===== config.mk =====
export PLATFORM = sky130hd
export DESIGN_NAME = sequence_timing_decoder_flat
export DESIGN_NICKNAME = d
export VERILOG_FILES = /design/src/rtl/sequence_timing_decoder_if.sv /design/src/rtl/sequence_timing_decoder.sv /design/src/flat_wrapper.sv
export SDC_FILE = /design/constraint.sdc
export NUM_CORES = 1
export LEC_CHECK = 0
export BUFFER_PORTS_ARGS = -buffer_cell sky130_fd_sc_hd__buf_2
export CORE_MARGIN = 2
export CORE_UTILIZATION = 50
export DETAILED_ROUTE_END_ITERATION = 6
export GPL_ROUTABILITY_DRIVEN = 0
export PLACE_DENSITY = 0.87
export SETUP_SLACK_MARGIN = 0.5
export SLEW_MARGIN = 20
export SYNTH_ARGS = -nofsm -noshare
export SYNTH_HDL_FRONTEND = slang
export SYNTH_SLANG_ARGS = --single-unit

===== constraint.sdc =====
create_clock -name clk -period 3 [get_ports clk]
set_input_delay 0.15 -clock clk [delete_from_list [all_inputs] [get_ports clk]]
set_output_delay 0.15 -clock clk [all_outputs]
set_load 0.02 [all_outputs]

===== src/rtl/sequence_timing_decoder_if.sv =====
// Control-unit timing bus between the control logic and the sequence counter / timing decoder.
// The overflow signal exists only when SEQ_OVERFLOW_TRAP_EN is defined.
interface sequence_timing_decoder_if #(
    parameter int WIDTH = 4
);
    logic                  inr;
    logic                  clr;
    logic                  start;
    logic                  halt;
    logic                  running;
    logic [WIDTH-1:0]      sc;
    logic [2**WIDTH-1:0]   t;
`ifdef SEQ_OVERFLOW_TRAP_EN
    logic                  overflow;

    modport master (
        output inr, clr, start, halt,
        input  running, sc, t, overflow
    );
    modport slave (
        input  inr, clr, start, halt,
        output running, sc, t, overflow
    );
`else
    modport master (
        output inr, clr, start, halt,
        input  running, sc, t
    );
    modport slave (
        input  inr, clr, start, halt,
        output running, sc, t
    );
`endif
endinterface


===== src/rtl/sequence_timing_decoder.sv =====
// Sequence counter, run/halt flip-flop and one-hot timing decoder for the basic-computer control unit.
// Optional macro SEQ_OVERFLOW_TRAP_EN: saturate at the last step, raise sticky overflow and halt.
module sequence_timing_decoder #(
    parameter int WIDTH     = 4,
    parameter bit RESET_RUN = 1'b0
) (
    input  logic                     clk,
    input  logic                     rst_n,
    sequence_timing_decoder_if.slave bus
);
    localparam int N = 2**WIDTH;

    // The run/halt flip-flop is the only FSM; its state is visible on bus.running.
    typedef enum logic {
        ST_HALT = 1'b0,
        ST_RUN  = 1'b1
    } run_state_t;

    localparam run_state_t RESET_STATE = RESET_RUN ? ST_RUN : ST_HALT;

    run_state_t       state_q, state_d;
    logic [WIDTH-1:0] sc_q, sc_d;
    logic [N-1:0]     t_q, t_d;
    logic             ovf_q, ovf_d;
    logic             inc;

    always_ff @(posedge clk or negedge rst_n) begin
        if (!rst_n) begin
            state_q <= RESET_STATE;
            sc_q    <= '0;
            t_q     <= {{(N-1){1'b0}}, 1'b1};
            ovf_q   <= 1'b0;
        end else begin
            state_q <= state_d;
            sc_q    <= sc_d;
            t_q     <= t_d;
            ovf_q   <= ovf_d;
        end
    end

    always_comb begin
        state_d = state_q;
        sc_d    = sc_q;
        ovf_d   = ovf_q;
        t_d     = '0;
        // Increments are gated by the run state before the edge, so a halting edge still counts.
        inc     = bus.inr && (state_q == ST_RUN);

        if (bus.halt) begin
            state_d = ST_HALT;
        end else if (bus.start) begin
            state_d = ST_RUN;
        end

        if (bus.clr) begin
            sc_d = '0;
`ifdef SEQ_OVERFLOW_TRAP_EN
            if (bus.start) begin
                ovf_d = 1'b0;
            end
`endif
        end else if (inc) begin
`ifdef SEQ_OVERFLOW_TRAP_EN
            if (sc_q == {WIDTH{1'b1}}) begin
                ovf_d   = 1'b1;
                state_d = ST_HALT;
            end else begin
                sc_d = sc_q + 1'b1;
            end
`else
            sc_d = sc_q + 1'b1;
`endif
        end

        // Decode the next count so t and sc always move on the same edge.
        t_d[sc_d] = 1'b1;
    end

    assign bus.running = (state_q == ST_RUN);
    assign bus.sc      = sc_q;
    assign bus.t       = t_q;
`ifdef SEQ_OVERFLOW_TRAP_EN
    assign bus.overflow = ovf_q;
`endif

endmodule


===== src/flat_wrapper.sv =====
// flat-port wrapper written by rule: the top's interface ports become plain ports
module sequence_timing_decoder_flat 
#(
    parameter int WIDTH     = 4,
    parameter bit RESET_RUN = 1'b0
)
  (clk, rst_n, bus_inr, bus_clr, bus_start, bus_halt, bus_running, bus_sc, bus_t);
  sequence_timing_decoder_if #(.WIDTH(WIDTH)) bus_i ();
  input  logic clk;
  input  logic rst_n;
  input wire logic [$bits(bus_i.inr)-1:0] bus_inr;
  input wire logic [$bits(bus_i.clr)-1:0] bus_clr;
  input wire logic [$bits(bus_i.start)-1:0] bus_start;
  input wire logic [$bits(bus_i.halt)-1:0] bus_halt;
  output wire logic [$bits(bus_i.running)-1:0] bus_running;
  output wire logic [$bits(bus_i.sc)-1:0] bus_sc;
  output wire logic [$bits(bus_i.t)-1:0] bus_t;
  assign bus_i.inr = bus_inr;
  assign bus_i.clr = bus_clr;
  assign bus_i.start = bus_start;
  assign bus_i.halt = bus_halt;
  assign bus_running = bus_i.running;
  assign bus_sc = bus_i.sc;
  assign bus_t = bus_i.t;
  sequence_timing_decoder #(.WIDTH(WIDTH), .RESET_RUN(RESET_RUN)) u_core (.clk(clk), .rst_n(rst_n), .bus(bus_i));
endmodule

==> impl_results.md, run 1 <==
- Mapped Nets: 91
- Worst-path fanout max: 12
- Clock tree buffer depth: 2
- Multiplexer area fraction after synthesis: 1.13%
- Num rows: 15
- Num CTS Buffers: 3
- Synth top area cells: dfrtp_1, nor2_1, nor3_1, dfstp_2, xnor2_1
- Setup TNS: 0 ns
- Via Count: 697
- Final core utilization: 62.2%
- Critical Path Start Type: flop
- H-tree Lvls: 1
- Compound-Gate Fraction of Synth Area: 7.74%
- Starting Density: 52.1%
- Routed wire length: 1610 µm
- DRC: 0
- Max Slew Vio Count: 0
- Total Power: 0.000471 W
- GRT Util Overall: 17.1%
- Pre-antenna DRT Iters: 4
- Vias per cell: 5.13
- Ports: 27
- Hold Violations, Final: 0
- Yosys Warn Count: 0
- Worst Hold Launch: bus_start
- Synth Area in XOR/XNOR: 4.92%
- Fin crit period: 1.82 ns
- Post-DP HPWL: 1150 µm
- Top-count cell post-synth: dfrtp_1
- Global-route wire length before repair: 2570 µm
- Worst hold path type: in2reg
- Die height: 46.2 µm
- Leading area contributor after synthesis: dfrtp_1
- Adder-Cell Fraction of Synth Area: 1.41%
- Fin crit share: 60.6%
- RSZ-0062 raised after global routing: false
- 1st-iter DRT viols: 21
- Yosys top cell area share: 56.3%
- Post-Route Skew: 0.00691 ns
- # clock sinks: 21
- Die W: 46.2 µm
- Synth Register Bits: 21
- Fmax: 0.550 GHz
- Port Buffers: 26
- Rel. slew slack: 66.8%
- Cell Area, Synth: 890 µm²
- Fraction of registers with async set/reset: 100%
- Syn_area_per_cell: 10.6 µm²
- Largest family of logic cells by synthesized area: simple AND/OR/NAND/NOR gates
- Leakage: 0.554 nW
- Crit Path Class: reg2reg
- DIE AREA: 0.00213 mm²
- Root Buffer: clkbuf_4
- Power Density: 444 mW/mm²
- Cells after Synth: 84
- Routed len/inst: 11.8 µm
- Count of different cell masters after synthesis: 32
- Synth top cells by count: dfrtp_1, nor2_1, nor3_1, nand2_1
- Worst path required time: 3.18 ns
- Worst Max-Slew Pin Slew: 0.494 ns
- Final nets: 119
- Via count of the first global-routing pass: 575
- Layout area overhead: 19.4%
- Setup Viol. Count Final: 0
- Initial antenna violation count: 0
- Max-Cap Viols: 0
- CP endpoint kind: flop
- Post-placement setup slack: 1.21 ns
- Pin count of the biggest net entering global routing: 22
- Core area: 0.00171 mm²
- Ant diodes: 0
- Synth Area in Simple Gates: 20.4%
- CTS tree: built
- Clock latency on the worst-skew pair: 0.30 ns
- EDFF count, synth: 0
- Ys flop type: dfrtp_1
- Setup ws final: 1.18 ns
- CTS clk-pin slew, worst paths: 0.11 ns
- Status: completed
- Critical Path Start: u_core.bus.sc[0]
- Detail Route Antenna Nets: 0
- IR drop worst, VDD: 0.219 mV
- Seq/Total Area, Yosys: 59.2%
- Total grt overflow: 0
- WP data arrival: 2.00 ns
- Reg2Reg Launch Point: u_core.bus.sc[0]
- Share of cells above drive strength 1: 28.8%
## critical path: stages (launching register included)
cell,delay [ns]
dfrtp_1,0.56
ha_1,0.20
and3_1,0.27
mux2i_1,0.43
or2_1,0.18
nor2_1,0.05
## timing repair
| action | in CTS | in global routing |
|---|---|---|
| hold buffers | 2 | 0 |
| hold endpoints to repair | 21 | 0 |
| gates resized for setup | 0 | 0 |
| buffers inserted | 0 | 0 |
## final timing paths
path / end / slack, ns / cells after the start
min in group asynchronous: u_core.bus.t[2] / 0.31 / 2
max reg2reg: u_core.bus.t[13] / 1.18 / 5
min: u_core.bus.running / 0.07 / 3
max in group asynchronous: u_core.bus.t[0] / 2.35 / 2
max: u_core.bus.t[13] / 1.18 / 5
min reg2reg: u_core.bus.sc[1] / 0.65 / 2
## sequential cells by signal, indices dropped and copies added (netlist names)
register / flops
u_core.bus.running: 1
u_core.bus.t: 16
u_core.bus.sc: 4
## metal layers
metal  track usage, %  share of wire (%)  vias to the layer above
li1                 -                  -                      338
met2             25.8                 46                       27
met4             6.86                1.3                        0
met5                0                  0                        -
met1             23.9                 47                      329
met3             3.53                5.2                        3
## kinds of logic after synthesis
family / count (synthesis)
AND/OR/NAND/NOR: 38
flip-flops: 21
AO/OA/AOI/OAI: 10
buffers and inverters: 8
XOR/XNOR: 5
multiplexers: 1
adder cells (fa/ha/maj): 1
## layout make-up
class | instances | area [µm²]
fill | 154 | 646
sequential | 21 | 527
multi-input combinational | 55 | 317
timing repair buffer | 28 | 150
tap | 25 | 31.3
clock buffer | 4 | 26.3
inverter | 3 | 11.3
## cells in the final DEF, fill, tap and decap left out, drive strengths merged, types with 2 or more instances in the layout
cell type    Yosys  layout
buf              4      26
dfrtp           20      20
nor2            16      16
nor3             6       6
nand2            5       5
clkbuf           1       4
a21oi            3       3
xnor2            3       3
inv              3       3
nand3            2       2
xor2             2       2
dlygate4sd3      0       2
## power breakdown
group | switching (W) | internal (W) | leakage [nW]
combinational | 0.0000265 | 0.0000153 | 0.251
clock | 0.0000831 | 0.0000519 | 0.0150
sequential | 0.00000638 | 0.000288 | 0.287
## through the flow
| stage | hold WS [ns] | area (µm²) | std cells |
|---|---|---|---|
| floorplan | -0.146 | 890 | 84 |
| global placement | 0.111 | 1020 | 130 |
| detailed placement | 0.122 | 1020 | 130 |
| CTS | 0.0744 | 1060 | 136 |
| global route | 0.0955 | 1060 | 136 |
| finish | 0.0719 | 1060 | 136 |
Power figures use the tool's default switching activity.
==> inputs of run 2 (changes only) <==
--- a/config.mk
+++ b/config.mk
@@ -7,10 +7,10 @@
 export LEC_CHECK = 0
 export BUFFER_PORTS_ARGS = -buffer_cell sky130_fd_sc_hd__buf_2
 export CORE_MARGIN = 2
-export CORE_UTILIZATION = 50
+export CORE_UTILIZATION = 44
 export DETAILED_ROUTE_END_ITERATION = 6
 export GPL_ROUTABILITY_DRIVEN = 0
-export PLACE_DENSITY = 0.87
+export PLACE_DENSITY = 0.82
 export SETUP_SLACK_MARGIN = 0.5
 export SLEW_MARGIN = 20
 export SYNTH_ARGS = -nofsm -noshare
==> constraint.sdc (replaced) <==
create_clock -name clk -period 1.5 [get_ports clk]
set_input_delay 0.075 -clock clk [delete_from_list [all_inputs] [get_ports clk]]
set_output_delay 0.075 -clock clk [all_outputs]
set_load 0.02 [all_outputs]
==> impl_results.md, run 2 (synthesis gave the netlist of run 1 again) <==
- CP max stage cell: dfrtp_2
- WP data arrival: 1.72 ns (-0.28 ns)
- Worst Max-Slew Pin Slew: 0.454 ns (-0.0396 ns)
- Cells along the critical path: ha_4, and3_4, xnor2_1, or3_1, nor2_1
- Detail Route Antenna Nets: 0 (unchanged)
- Post-placement setup slack: 0.0261 ns (-1.19 ns)
- Routed len/inst: 15.2 µm (+28%)
- Ports: 27 (unchanged)
- CTS tree: built
- Met3 usage: 2.76% (-0.77 points)
- Grt met1 use: 23.5% (-0.42 points)
- Share of cells above drive strength 1: 59.2% (+30 points)
- FILL cells: 139 (-9.7%)
- Die W: 49.0 µm (+6.0%)
- Max-Cap Viols: 0 (unchanged)
- GRT Util Overall: 20.0% (+2.9 points)
- Most common cell after layout, fill and taps aside: buf_2
- Via Count: 811 (+16%)
- Met2 Usage GRT: 37.4% (+12 points)
- Fin crit share: 98.3% (+38 points)
- Clock tree buffer depth: 2 (unchanged)
- Power Density: 717 mW/mm² (+62%)
- DRC: 0 (unchanged)
- Fmax: 0.678 GHz (+23%)
- Worst-path fanout max: 7 (-5)
- Num CTS Buffers: 3 (unchanged)
- Worst hold path type: in2reg
- Hold Violations, Final: 0 (unchanged)
- DIE AREA: 0.00240 mm² (+12%)
- Buffers & Inverters on Critical Path: 0 (unchanged)
- Pre-antenna DRT Iters: 4 (unchanged)
- Rel. slew slack: 69.7% (+2.9 points)
- Worst Hold Launch: bus_clr
- Setup TNS: 0 ns (unchanged)
- Post-DP HPWL: 1320 µm (+15%)
- Num rows: 16 (+1)
- Max Slew Vio Count: 0 (unchanged)
- # clock sinks: 21 (unchanged)
- Vias per cell: 5.17 (+0.79%)
- Leakage: 0.686 nW (+24%)
- IR drop worst, VDD: 0.539 mV (+150%)
- Fin crit period: 1.48 ns (-0.344 ns)
- CP endpoint kind: flop
- Layer with the highest usage: met2
- Crit Path Class: reg2reg
- Setup Viol. Count Final: 0 (unchanged)
- Global-route wire length before repair: 3590 µm (+40%)
- Initial antenna violation count: 0 (unchanged)
- Port Buffers: 26 (unchanged)
- Setup ws final: 0.0250 ns (-1.16 ns)
- Via count of the first global-routing pass: 771 (+34%)
- WHS: 0.108 ns (+0.0361 ns)
- Post-Route Skew: 0.00385 ns (-0.00306 ns)
- CTS clk-pin slew, worst paths: 0.11 ns (about the same)
- Most frequent cells in the layout: buf_2, nor2_1, dfrtp_1, buf_4, buf_6
- Worst path max stage delay: 0.48 ns (-0.08 ns)
- Final nets: 138 (+16%)
- Critical Path Start Type: flop
- DP Area: 0.00110 mm² (+8.7%)
- H-tree Lvls: 1 (unchanged)
- Final instance area: 0.00142 mm² (+34%)
- Clock latency on the worst-skew pair: 0.30 ns (about the same)
- Critical Path Start: u_core.bus.sc[0]
- Layout area overhead: 59.5%
- Status: completed
- Max FFs per register: 16 (unchanged)
- Die height: 49.0 µm (+6.0%)
- RSZ-0062 raised after global routing: true
- Routed wire length: 2380 µm (+48%)
- Total grt overflow: 0 (unchanged)
- Root Buffer: clkbuf_4
- Core area: 0.00194 mm² (+14%)
- Worst path required time: 1.74 ns (-1.44 ns)
- 1st-iter DRT viols: 10 (-52%)
- Ant diodes: 0 (unchanged)
- Reg2Reg Launch Point: u_core.bus.sc[0]
- Pin count of the biggest net entering global routing: 22 (unchanged)
- CP delay by family, top: simple AND/OR/NAND/NOR gates
- Starting Density: 45.8% (-6.3 points)
run 2: cell count changes in the layout (fill, tap and decap cells not counted), sizes merged:
cell and change:
dlygate4sd3 +1, buf +18
run 2: routing by layer:
layer	part of all wire, %	wire length [µm]
met1	40	942
met2	55	1300
met3	3.9	94
met4	1.8	42
met5	0	0
run 2: power breakdown:
group | internal (W) | switching, W | leakage, nW | total (W)
Sequential | 0.000577 | 0.00000961 | 0.280 | 0.000587
Combinational | 0.0000771 | 0.0000832 | 0.391 | 0.000160
Clock | 0.000104 | 0.000166 | 0.0150 | 0.000270
Total | 0.000758 | 0.000259 | 0.686 | 0.00102
run 2: final cells by class:
type	instances	area (µm²)	share of cell area (%)
clock buffers	4	26.3	1.85
inverters	3	11.3	0.794
multi-input cells	55	467	32.9
flip-flops and latches	21	533	37.6
well taps	27	33.8	2.38
repair buffers	47	348	24.5
run 2: metrics by stage:
step,power [W],util [%],instances
after floorplan,0.000658,-,84
after global placement,0.000696,56.9,136
after detailed placement,0.000699,56.9,136
after CTS,0.000995,69.1,155
after global routing,0.00107,73.1,157
final,0.00102,73.1,157
run 2: path summary, 6_finish.rpt:
check	end	slack, ns	cells past startpoint
setup / recovery	u_core.bus.t[12]	0.02	5
hold / removal	u_core.bus.sc[1]	0.11	2
setup reg to reg	u_core.bus.t[12]	0.02	5
hold reg to reg	u_core.bus.running	0.68	3
max in group asynchronous	u_core.bus.t[0]	0.91	2
min in group asynchronous	u_core.bus.t[4]	0.25	2
run 2: timing repair:
item | CTS | global route
cloned | 0 | 0
pin swaps | 7 | 5
setup buffers | 12 | 2
hold buffers | 3 | 0
endpoints found under the hold margin | 21 | 0
gates resized for setup | 25 | 13
setup endpoints to repair | 24 | 26
